**src/rtl/k423_if_stage_pkg.sv**
```systemverilog
// Shared k423 fetch definitions: widths, reset PC, fetch-queue entry layout.
package k423_if_stage_pkg;
  localparam int XLEN = 32;
  localparam int ILEN = 32;
  localparam logic [XLEN-1:0] RESET_PC_DEF = 32'h8000_0000;

  typedef struct packed {
    logic [XLEN-1:0] pc;
    logic [ILEN-1:0] inst;
  } fq_entry_t;

  function automatic logic [XLEN-1:0] align_pc(input logic [XLEN-1:0] a);
    return a & ~XLEN'(3);
  endfunction
endpackage

```
**src/rtl/k423_if_stage_if.sv**
```systemverilog
// Instruction-memory request/response port of the k423 fetch stage.
interface k423_if_stage_if;
  import k423_if_stage_pkg::*;

  logic            req;
  logic [XLEN-1:0] addr;
  logic            gnt;
  logic            rvld;
  logic [ILEN-1:0] rdata;

  modport master (output req, addr, input gnt, rvld, rdata);
  modport slave  (input req, addr, output gnt, rvld, rdata);
endinterface

```
**src/rtl/k423_if_stage_fifo.sv**
```systemverilog
// Synchronous power-of-two FIFO with flush, occupancy count and full/empty flags.
module k423_if_stage_fifo #(
  parameter int WIDTH = 32,
  parameter int DEPTH = 2
) (
  input  logic                   clk_i,
  input  logic                   rst_i,
  input  logic                   flush_i,
  input  logic                   push_i,
  input  logic [WIDTH-1:0]       data_i,
  input  logic                   pop_i,
  output logic [WIDTH-1:0]       data_o,
  output logic [$clog2(DEPTH):0] cnt_o,
  output logic                   full_o,
  output logic                   empty_o
);
  localparam int AW = $clog2(DEPTH);

  logic [WIDTH-1:0] mem_q [DEPTH];
  logic [AW-1:0]    wr_q, rd_q;
  logic [AW:0]      cnt_q;

  always_ff @(posedge clk_i or posedge rst_i) begin
    if (rst_i) begin
      wr_q  <= '0;
      rd_q  <= '0;
      cnt_q <= '0;
    end else if (flush_i) begin
      wr_q  <= '0;
      rd_q  <= '0;
      cnt_q <= '0;
    end else begin
      if (push_i) wr_q <= wr_q + AW'(1);
      if (pop_i)  rd_q <= rd_q + AW'(1);
      cnt_q <= cnt_q + (AW+1)'(push_i) - (AW+1)'(pop_i);
    end
  end

  // Storage needs no reset; only count/pointers define validity.
  always_ff @(posedge clk_i) begin
    if (push_i && !flush_i) mem_q[wr_q] <= data_i;
  end

  assign data_o  = mem_q[rd_q];
  assign cnt_o   = cnt_q;
  assign full_o  = (cnt_q == (AW+1)'(DEPTH));
  assign empty_o = (cnt_q == '0);
endmodule

```
**src/rtl/k423_if_stage.sv**
```systemverilog
// k423 instruction fetch: owns the fetch PC, issues credit-limited imem requests,
// buffers in-order responses and squashes wrong-path fetches on WB redirects.
module k423_if_stage
  import k423_if_stage_pkg::*;
#(
  parameter logic [XLEN-1:0] RESET_PC  = RESET_PC_DEF,
  parameter int              FQ_DEPTH  = 2,
  parameter int              MAX_OUTST = 2
) (
  input  logic              clk_i,
  input  logic              rst_i,
  k423_if_stage_if.master   imem,
  input  logic              wb_bju_br_tkn_i,
  input  logic [XLEN-1:0]   wb_bju_br_tgt_i,
  input  logic              wb_excp_br_tkn_i,
  input  logic [XLEN-1:0]   wb_excp_br_tgt_i,
  input  logic              pcu_stall_pc_i,
  input  logic              pcu_stall_if_id_i,
  output logic              if_vld_o,
  output logic [XLEN-1:0]   if_pc_o,
  output logic [ILEN-1:0]   if_inst_o
);
  localparam int FCW = $clog2(FQ_DEPTH) + 1;
  localparam int OCW = $clog2(MAX_OUTST) + 1;

  logic            redirect;
  logic [XLEN-1:0] redir_tgt;
  logic [XLEN-1:0] pc_q, pc_d;
  logic [OCW-1:0]  drop_q, drop_d;

  logic [FCW-1:0]  fq_cnt;
  logic            fq_full, fq_empty, fq_push, fq_pop;
  fq_entry_t       fq_wdata, fq_head;
  logic [FCW:0]    fq_used;

  logic [OCW-1:0]  outst_cnt;
  logic            ifl_full, ifl_empty;
  logic [XLEN-1:0] ifl_pc;
  logic            issue, fire;

  assign redirect  = wb_bju_br_tkn_i | wb_excp_br_tkn_i;
  assign redir_tgt = align_pc(wb_excp_br_tkn_i ? wb_excp_br_tgt_i : wb_bju_br_tgt_i);

  assign fq_pop = ~fq_empty & ~pcu_stall_if_id_i & ~redirect;
  // A slot freed by this cycle's pop can back a new request: its response lands next cycle at the earliest.
  assign fq_used = {1'b0, fq_cnt} + (FCW+1)'(outst_cnt) - (FCW+1)'(fq_pop);
  assign issue   = ~rst_i & ~pcu_stall_pc_i & ~redirect & ~ifl_full &
                   (fq_used < (FCW+1)'(FQ_DEPTH));
  assign fire    = issue & imem.gnt;

  assign imem.req  = issue;
  assign imem.addr = pc_q;

  assign fq_push  = imem.rvld & (drop_q == '0) & ~redirect;
  assign fq_wdata = '{pc: ifl_pc, inst: imem.rdata};

  always_comb begin
    pc_d   = pc_q;
    drop_d = drop_q;
    if (redirect) begin
      pc_d   = redir_tgt;
      // Everything still in flight after this edge belongs to the old path.
      drop_d = outst_cnt - OCW'(imem.rvld);
    end else begin
      if (fire) pc_d = pc_q + XLEN'(4);
      if (imem.rvld && drop_q != '0) drop_d = drop_q - OCW'(1);
    end
  end

  always_ff @(posedge clk_i or posedge rst_i) begin
    if (rst_i) begin
      pc_q   <= RESET_PC;
      drop_q <= '0;
    end else begin
      pc_q   <= pc_d;
      drop_q <= drop_d;
    end
  end

  k423_if_stage_fifo #(.WIDTH($bits(fq_entry_t)), .DEPTH(FQ_DEPTH)) u_fetch_q (
    .clk_i   (clk_i),
    .rst_i   (rst_i),
    .flush_i (redirect),
    .push_i  (fq_push),
    .data_i  (fq_wdata),
    .pop_i   (fq_pop),
    .data_o  (fq_head),
    .cnt_o   (fq_cnt),
    .full_o  (fq_full),
    .empty_o (fq_empty)
  );

  k423_if_stage_fifo #(.WIDTH(XLEN), .DEPTH(MAX_OUTST)) u_inflight_q (
    .clk_i   (clk_i),
    .rst_i   (rst_i),
    .flush_i (1'b0),
    .push_i  (fire),
    .data_i  (pc_q),
    .pop_i   (imem.rvld),
    .data_o  (ifl_pc),
    .cnt_o   (outst_cnt),
    .full_o  (ifl_full),
    .empty_o (ifl_empty)
  );

  assign if_vld_o  = ~fq_empty;
  assign if_pc_o   = fq_empty ? '0 : fq_head.pc;
  assign if_inst_o = fq_empty ? '0 : fq_head.inst;

  a_fq_room: assert property (@(posedge clk_i) disable iff (rst_i)
    fq_push |-> (!fq_full || fq_pop));
  a_resp_expected: assert property (@(posedge clk_i) disable iff (rst_i)
    imem.rvld |-> !ifl_empty);
endmodule

```
**src/flat_wrapper.sv**
```systemverilog
// flat-port wrapper written by rule: the top's interface ports become plain ports
module k423_if_stage_flat import k423_if_stage_pkg::*;
#(
  parameter logic [XLEN-1:0] RESET_PC  = RESET_PC_DEF,
  parameter int              FQ_DEPTH  = 2,
  parameter int              MAX_OUTST = 2
)
  (clk_i, rst_i, wb_bju_br_tkn_i, wb_bju_br_tgt_i, wb_excp_br_tkn_i, wb_excp_br_tgt_i, pcu_stall_pc_i, pcu_stall_if_id_i, if_vld_o, if_pc_o, if_inst_o, imem_req, imem_addr, imem_gnt, imem_rvld, imem_rdata);
  k423_if_stage_if imem_i ();
  input  logic clk_i;
  input  logic rst_i;
  input  logic wb_bju_br_tkn_i;
  input  logic [XLEN-1:0] wb_bju_br_tgt_i;
  input  logic wb_excp_br_tkn_i;
  input  logic [XLEN-1:0] wb_excp_br_tgt_i;
  input  logic pcu_stall_pc_i;
  input  logic pcu_stall_if_id_i;
  output logic if_vld_o;
  output logic [XLEN-1:0] if_pc_o;
  output logic [ILEN-1:0] if_inst_o;
  output wire logic [$bits(imem_i.req)-1:0] imem_req;
  output wire logic [$bits(imem_i.addr)-1:0] imem_addr;
  input wire logic [$bits(imem_i.gnt)-1:0] imem_gnt;
  input wire logic [$bits(imem_i.rvld)-1:0] imem_rvld;
  input wire logic [$bits(imem_i.rdata)-1:0] imem_rdata;
  assign imem_req = imem_i.req;
  assign imem_addr = imem_i.addr;
  assign imem_i.gnt = imem_gnt;
  assign imem_i.rvld = imem_rvld;
  assign imem_i.rdata = imem_rdata;
  k423_if_stage #(.RESET_PC(RESET_PC), .FQ_DEPTH(FQ_DEPTH), .MAX_OUTST(MAX_OUTST)) u_core (.clk_i(clk_i), .rst_i(rst_i), .imem(imem_i), .wb_bju_br_tkn_i(wb_bju_br_tkn_i), .wb_bju_br_tgt_i(wb_bju_br_tgt_i), .wb_excp_br_tkn_i(wb_excp_br_tkn_i), .wb_excp_br_tgt_i(wb_excp_br_tgt_i), .pcu_stall_pc_i(pcu_stall_pc_i), .pcu_stall_if_id_i(pcu_stall_if_id_i), .if_vld_o(if_vld_o), .if_pc_o(if_pc_o), .if_inst_o(if_inst_o));
endmodule
```
**config.mk**
```make
export PLATFORM = sky130hd
export DESIGN_NAME = k423_if_stage_flat
export DESIGN_NICKNAME = d
export VERILOG_FILES = /design/src/rtl/k423_if_stage_pkg.sv /design/src/rtl/k423_if_stage_if.sv /design/src/rtl/k423_if_stage_fifo.sv /design/src/rtl/k423_if_stage.sv /design/src/flat_wrapper.sv
export SDC_FILE = /design/constraint.sdc
export NUM_CORES = 1
export LEC_CHECK = 0
export CORE_MARGIN = 5
export CORE_UTILIZATION = 40
export CTS_CLUSTER_DIAMETER = 150
export DETAILED_ROUTE_END_ITERATION = 12
export PLACE_DENSITY = 0.75
export SYNTH_ARGS = -nofsm -noshare
export SYNTH_HDL_FRONTEND = slang
export SYNTH_SLANG_ARGS = --single-unit
```
**constraint.sdc**
```tcl
create_clock -name clk_i -period 13 [get_ports clk_i]
set_clock_uncertainty 0.05 [all_clocks]
set_input_delay 2.6 -clock clk_i [delete_from_list [all_inputs] [get_ports clk_i]]
set_output_delay 2.6 -clock clk_i [all_outputs]
set_load 0.02 [all_outputs]
```
==> metrics.md <==
| Metric | Value |
|---|---|
| Die ar. | roughly 27,000 µm² |
| Routed len/inst | about 20 µm |
| Worst hold path type | flop to flop |
| Crit Path Max Fanout | 24 |
| Switch Pwr | 0.427 mW |
| Sw Ratio | 0.242 |
| Worst Path Arrival | around 6200 ps |
| Ys flop type | edfxtp_1 |
| Compound-Gate Fraction of Synth Area | 0.0706 |
| Core Area | roughly 24,000 µm² |
| Initial core utilization | 0.407 |
| Setup slack at placement | roughly 4200 ps |
| Dpl cell area | 11,900 µm² |
| Post-synth top area share | 0.576 |
| Commonest cells after routing, fill and taps aside | clkdlybuf4s50_1, edfxtp_1, nor2_1 |
| Initial DRC Count | approximately 430 |
| Largest net degree at the start of global routing | 66 |
| Sequential share of power | 0.493 |
| Drt pass-1 iters | 5 |
| CP top delay family | buffers and inverters |
| Critical path launch point type | input port |
| Design area | ~13,000 µm² |
| Final worst path period share | 0.681 |
| Met2 WL | 11.4 mm |
| Drt via density | between 5 and 6 |
| Met1 wire length | 9.76 mm |
| Cell Rows | between 50 and 60 |
| Synth area leader | edfxtp_1 |
| Min Tclk post-route | 8860 ps |
| Slew headroom | 0.218 |
| Cell Area, Synth | about 9600 µm² |
| VDD IR-drop max | around 0.000065 V |
| Seq/Total Area, Yosys | 0.681 |
| Tightest Pin Transition | between 1000 and 1500 ps |
| Number of synthesized flops with an enable pin | roughly 180 |
| Min-delay src | u_core.u_inflight_q.wr_q$_DFFE_PP0P_ |
| Final Hold Viols | 0 |
| Slowest CP cell | clkdlybuf4s50_1 |
| Placed insts | roughly 1,200 |
| Critical path capture point type | output pin |
| Synthesis Warnings | 0 |
| Post-synthesis mux area share | 0.103 |
| R2r startpoint | u_core.u_fetch_q.cnt_o[0]$_DFF_PP0_ |
| CP Launch Point | wb_excp_br_tkn_i |
| Inserted Diodes | 0 |
| Uppermost layer routed | met5 |
| LEAKAGE | 4.19 nW |
| Status | finished, final reports clean |
| Clk slew on worst S/H paths | roughly 60 ps |
| Pint | approximately 1.3 mW |
| Clock Latency Late Sink | 510 ps |
| CP Cell Sequence | clkdlybuf4s50_1, or2_1, nor3_1, ha_1, nand2b_1, fa_1, xnor2_1, nor4_1, clkdlybuf4s50_1 |
| Clock Path Buffers | 3 |
| Synth async-reset ratio | 0.179 |
| Final WL | between 20 and 25 mm |
| Unrepaired setup endpoints after global routing | no |
| CTS H-tree lvls | 1 |
| Fillers | ~2,000 |
| Leading post-synthesis cells by cell area | edfxtp_1, dfrtp_1, mux2i_1, mux2_2, nor2_1 |
| Hold-fix buffers, CTS | 0 |
| Count of final setup violators | 0 |
| Post_cts resized | 0 |
| Crit Path Category | input port to output pin |
| Footprint of the multi-input gates | ~2800 µm² |
| Die X | roughly 160 µm |
| Fin Setup TNS | 0 ps |
| Synth Area in XOR/XNOR | 0.0128 |
| Bufs and invs on worst path | 2 |
| Power per cell area | 140 nW/µm² |
| Cells after Synth | 680 |
| WL met3 | around 2.1 mm |
| Final routed DRC violation total | 0 |
| Final Slew Violations | 0 |
| Reg area | about 6500 µm² |
| # Post-CTS Setup Buffers | 0 |
| Comb power frac | 0.142 |
| Clock root cell | clkbuf_16 |
| Final Util | 0.536 |
| Most common cell on crit path | clkdlybuf4s50_1 |
| Main combinational cell family by area after synthesis | multiplexers |
| Via count | between 6,000 and 7,000 |
| Fin worst setup slack | roughly 4100 ps |
| Num CTS Buffers | 24 |
| Initial antenna violation count | 1 |
| Yosys cell types | 63 |
| First-pass GRT wire length | between 30 and 40 mm |
| Max-Cap Viols | 0 |
| Seq cells post-synth | around 220 |
| Ports | 202 |
| Share of layout cells above drive strength 1 | 0.102 |
| Gr ovfl total | 0 |
| CTS tree | yes |
| Synth Area in Simple Gates | 0.0925 |
| Vias in the first global route | slightly above 6,000 |
| Mean area per synthesized cell | 14.1 µm² |
| Synth Area in Adders | 0.0138 |
| Post-detailed-route count of antenna-violating nets | 0 |
| CTS Sinks | approximately 220 |
| GRT Resource Usage Total | 0.168 |
| Max incr delay on CP | between 800 and 900 ps |
| Die Y | 165 µm |
| Dpl hpwl | about 16 mm |
| Max Fclk | between 100 and 150 MHz |
| Final Non-Filler Cells | approximately 1,200 |
| WP data required | ~10,000 ps |
| Gpl congestion | between 0.7 and 0.8 |
| Clock share of power | 0.366 |
| Commonest non-fill, non-tap cell in the layout | clkdlybuf4s50_1 |
| Nets | a little under 1,000 |
| Buffers on Ports | 193 |
| Area growth, synth to finish | 31.8% |
power groups by stage:
stage | Clock (mW) | Sequential, mW | Combinational [mW]
2_1_floorplan | 0 | 0.878 | 0.148
3_3_place_gp | 0 | 0.883 | 0.243
3_5_place_dp | 0 | 0.885 | 0.250
4_1_cts | 0.661 | 0.870 | 0.252
5_1_grt | 0.692 | 0.875 | 0.272
6_report | 0.646 | 0.871 | 0.250
Yosys cell counts, types with 2 or more instances:
cell type / instances
o21ai_0: 13
o31ai_1: 4
buf_4: 4
buf_2: 4
nand2b_1: 6
nor4_1: 4
o32a_1: 3
a22oi_1: 2
o22a_1: 2
dfrtp_1: 39
o22ai_1: 16
o2bb2ai_1: 3
o311ai_1: 2
a211oi_1: 6
clkbuf_1: 23
nor2_1: 88
o211a_1: 2
or2_1: 2
mux2i_1: 64
nor2b_1: 4
nor4b_1: 2
o31a_1: 3
nand2_1: 25
o221ai_1: 4
nand4_1: 5
buf_1: 8
o32ai_1: 2
a21o_1: 3
o211ai_1: 4
a21oi_1: 15
and4_1: 3
edfxtp_1: 184
ha_1: 9
inv_1: 20
and3_1: 4
xnor2_1: 12
nand3_1: 12
nor4_2: 3
xor2_1: 2
or4_1: 4
mux2_2: 31
nor3_1: 7
a311oi_1: 3
a31oi_1: 2
and2_1: 4
layout make-up:
class                           instances  area share
Multi-Input combinational cell        399       0.226
Clock buffer                           29      0.0498
Inverter                               21     0.00624
Timing Repair Buffer                  203       0.159
Sequential cell                       224       0.517
Clock inverter                         15      0.0107
Tap cell                              319      0.0316
routing by layer:
layer | global-route usage | up-vias
met2 | 0.286 | 249
met3 | 0.0472 | 39
met5 | 0 | -
met1 | 0.216 | 3077
li1 | - | 2950
met4 | 0.0378 | 2
logic make-up (layout without fill, tap and decap cells):
family                   after synthesis  count (layout)
flip-flops                           224             224
AND/OR/NAND/NOR                      180             180
AO/OA/AOI/OAI                         96              96
multiplexers                          95              95
buffers and inverters                 60             268
XOR/XNOR                              14              14
adder cells (fa/ha/maj)               10              10
other                                  1               4
through the flow:
step                power (mW)  hold slack (ps)
floorplan                 1.03              410
CTS                       1.78              467
finish                    1.77              466
detailed placement        1.14              457
global placement          1.13              452
global route              1.84              498
final timing paths:
check | slack, ps | end | cells past startpoint
worst max-delay path | 4140 | imem_req | 9
max in group asynchronous | 9940 | u_core.u_fetch_q.rd_q$_DFFE_PP0P_ | 3
worst min-delay path | 470 | u_core.u_inflight_q.wr_q$_DFFE_PP0P_ | 1
min in group asynchronous | 2530 | u_core.imem.addr[26]$_DFFE_PP0P_ | 3
worst max register to register | 9200 | u_core.u_inflight_q.mem_q[0][30]$_DFFE_PP_ | 10
worst min register to register | 470 | u_core.u_inflight_q.wr_q$_DFFE_PP0P_ | 1
flip-flops by register name, summed over array words and instances, names as in the netlist:
name	cells
u_core.drop_q	2
u_core.u_inflight_q.rd_q	1
u_core.u_inflight_q.cnt_o	2
u_core.imem.addr	30
u_core.u_inflight_q.mem_q	60
u_core.u_fetch_q.cnt_o	2
u_core.u_fetch_q.rd_q	1
u_core.u_inflight_q.wr_q	1
u_core.u_fetch_q.wr_q	1
u_core.u_fetch_q.mem_q	124
worst reg2reg max path: cells and delay by family (launching register included):
kind / cells / cell delay, ps
and+or+nand+nor: 6 / 1430
buffers and inverters: 2 / 730
DFF: 1 / 420
adders and majority gates: 2 / 830
(Power assumes the default switching activity.)
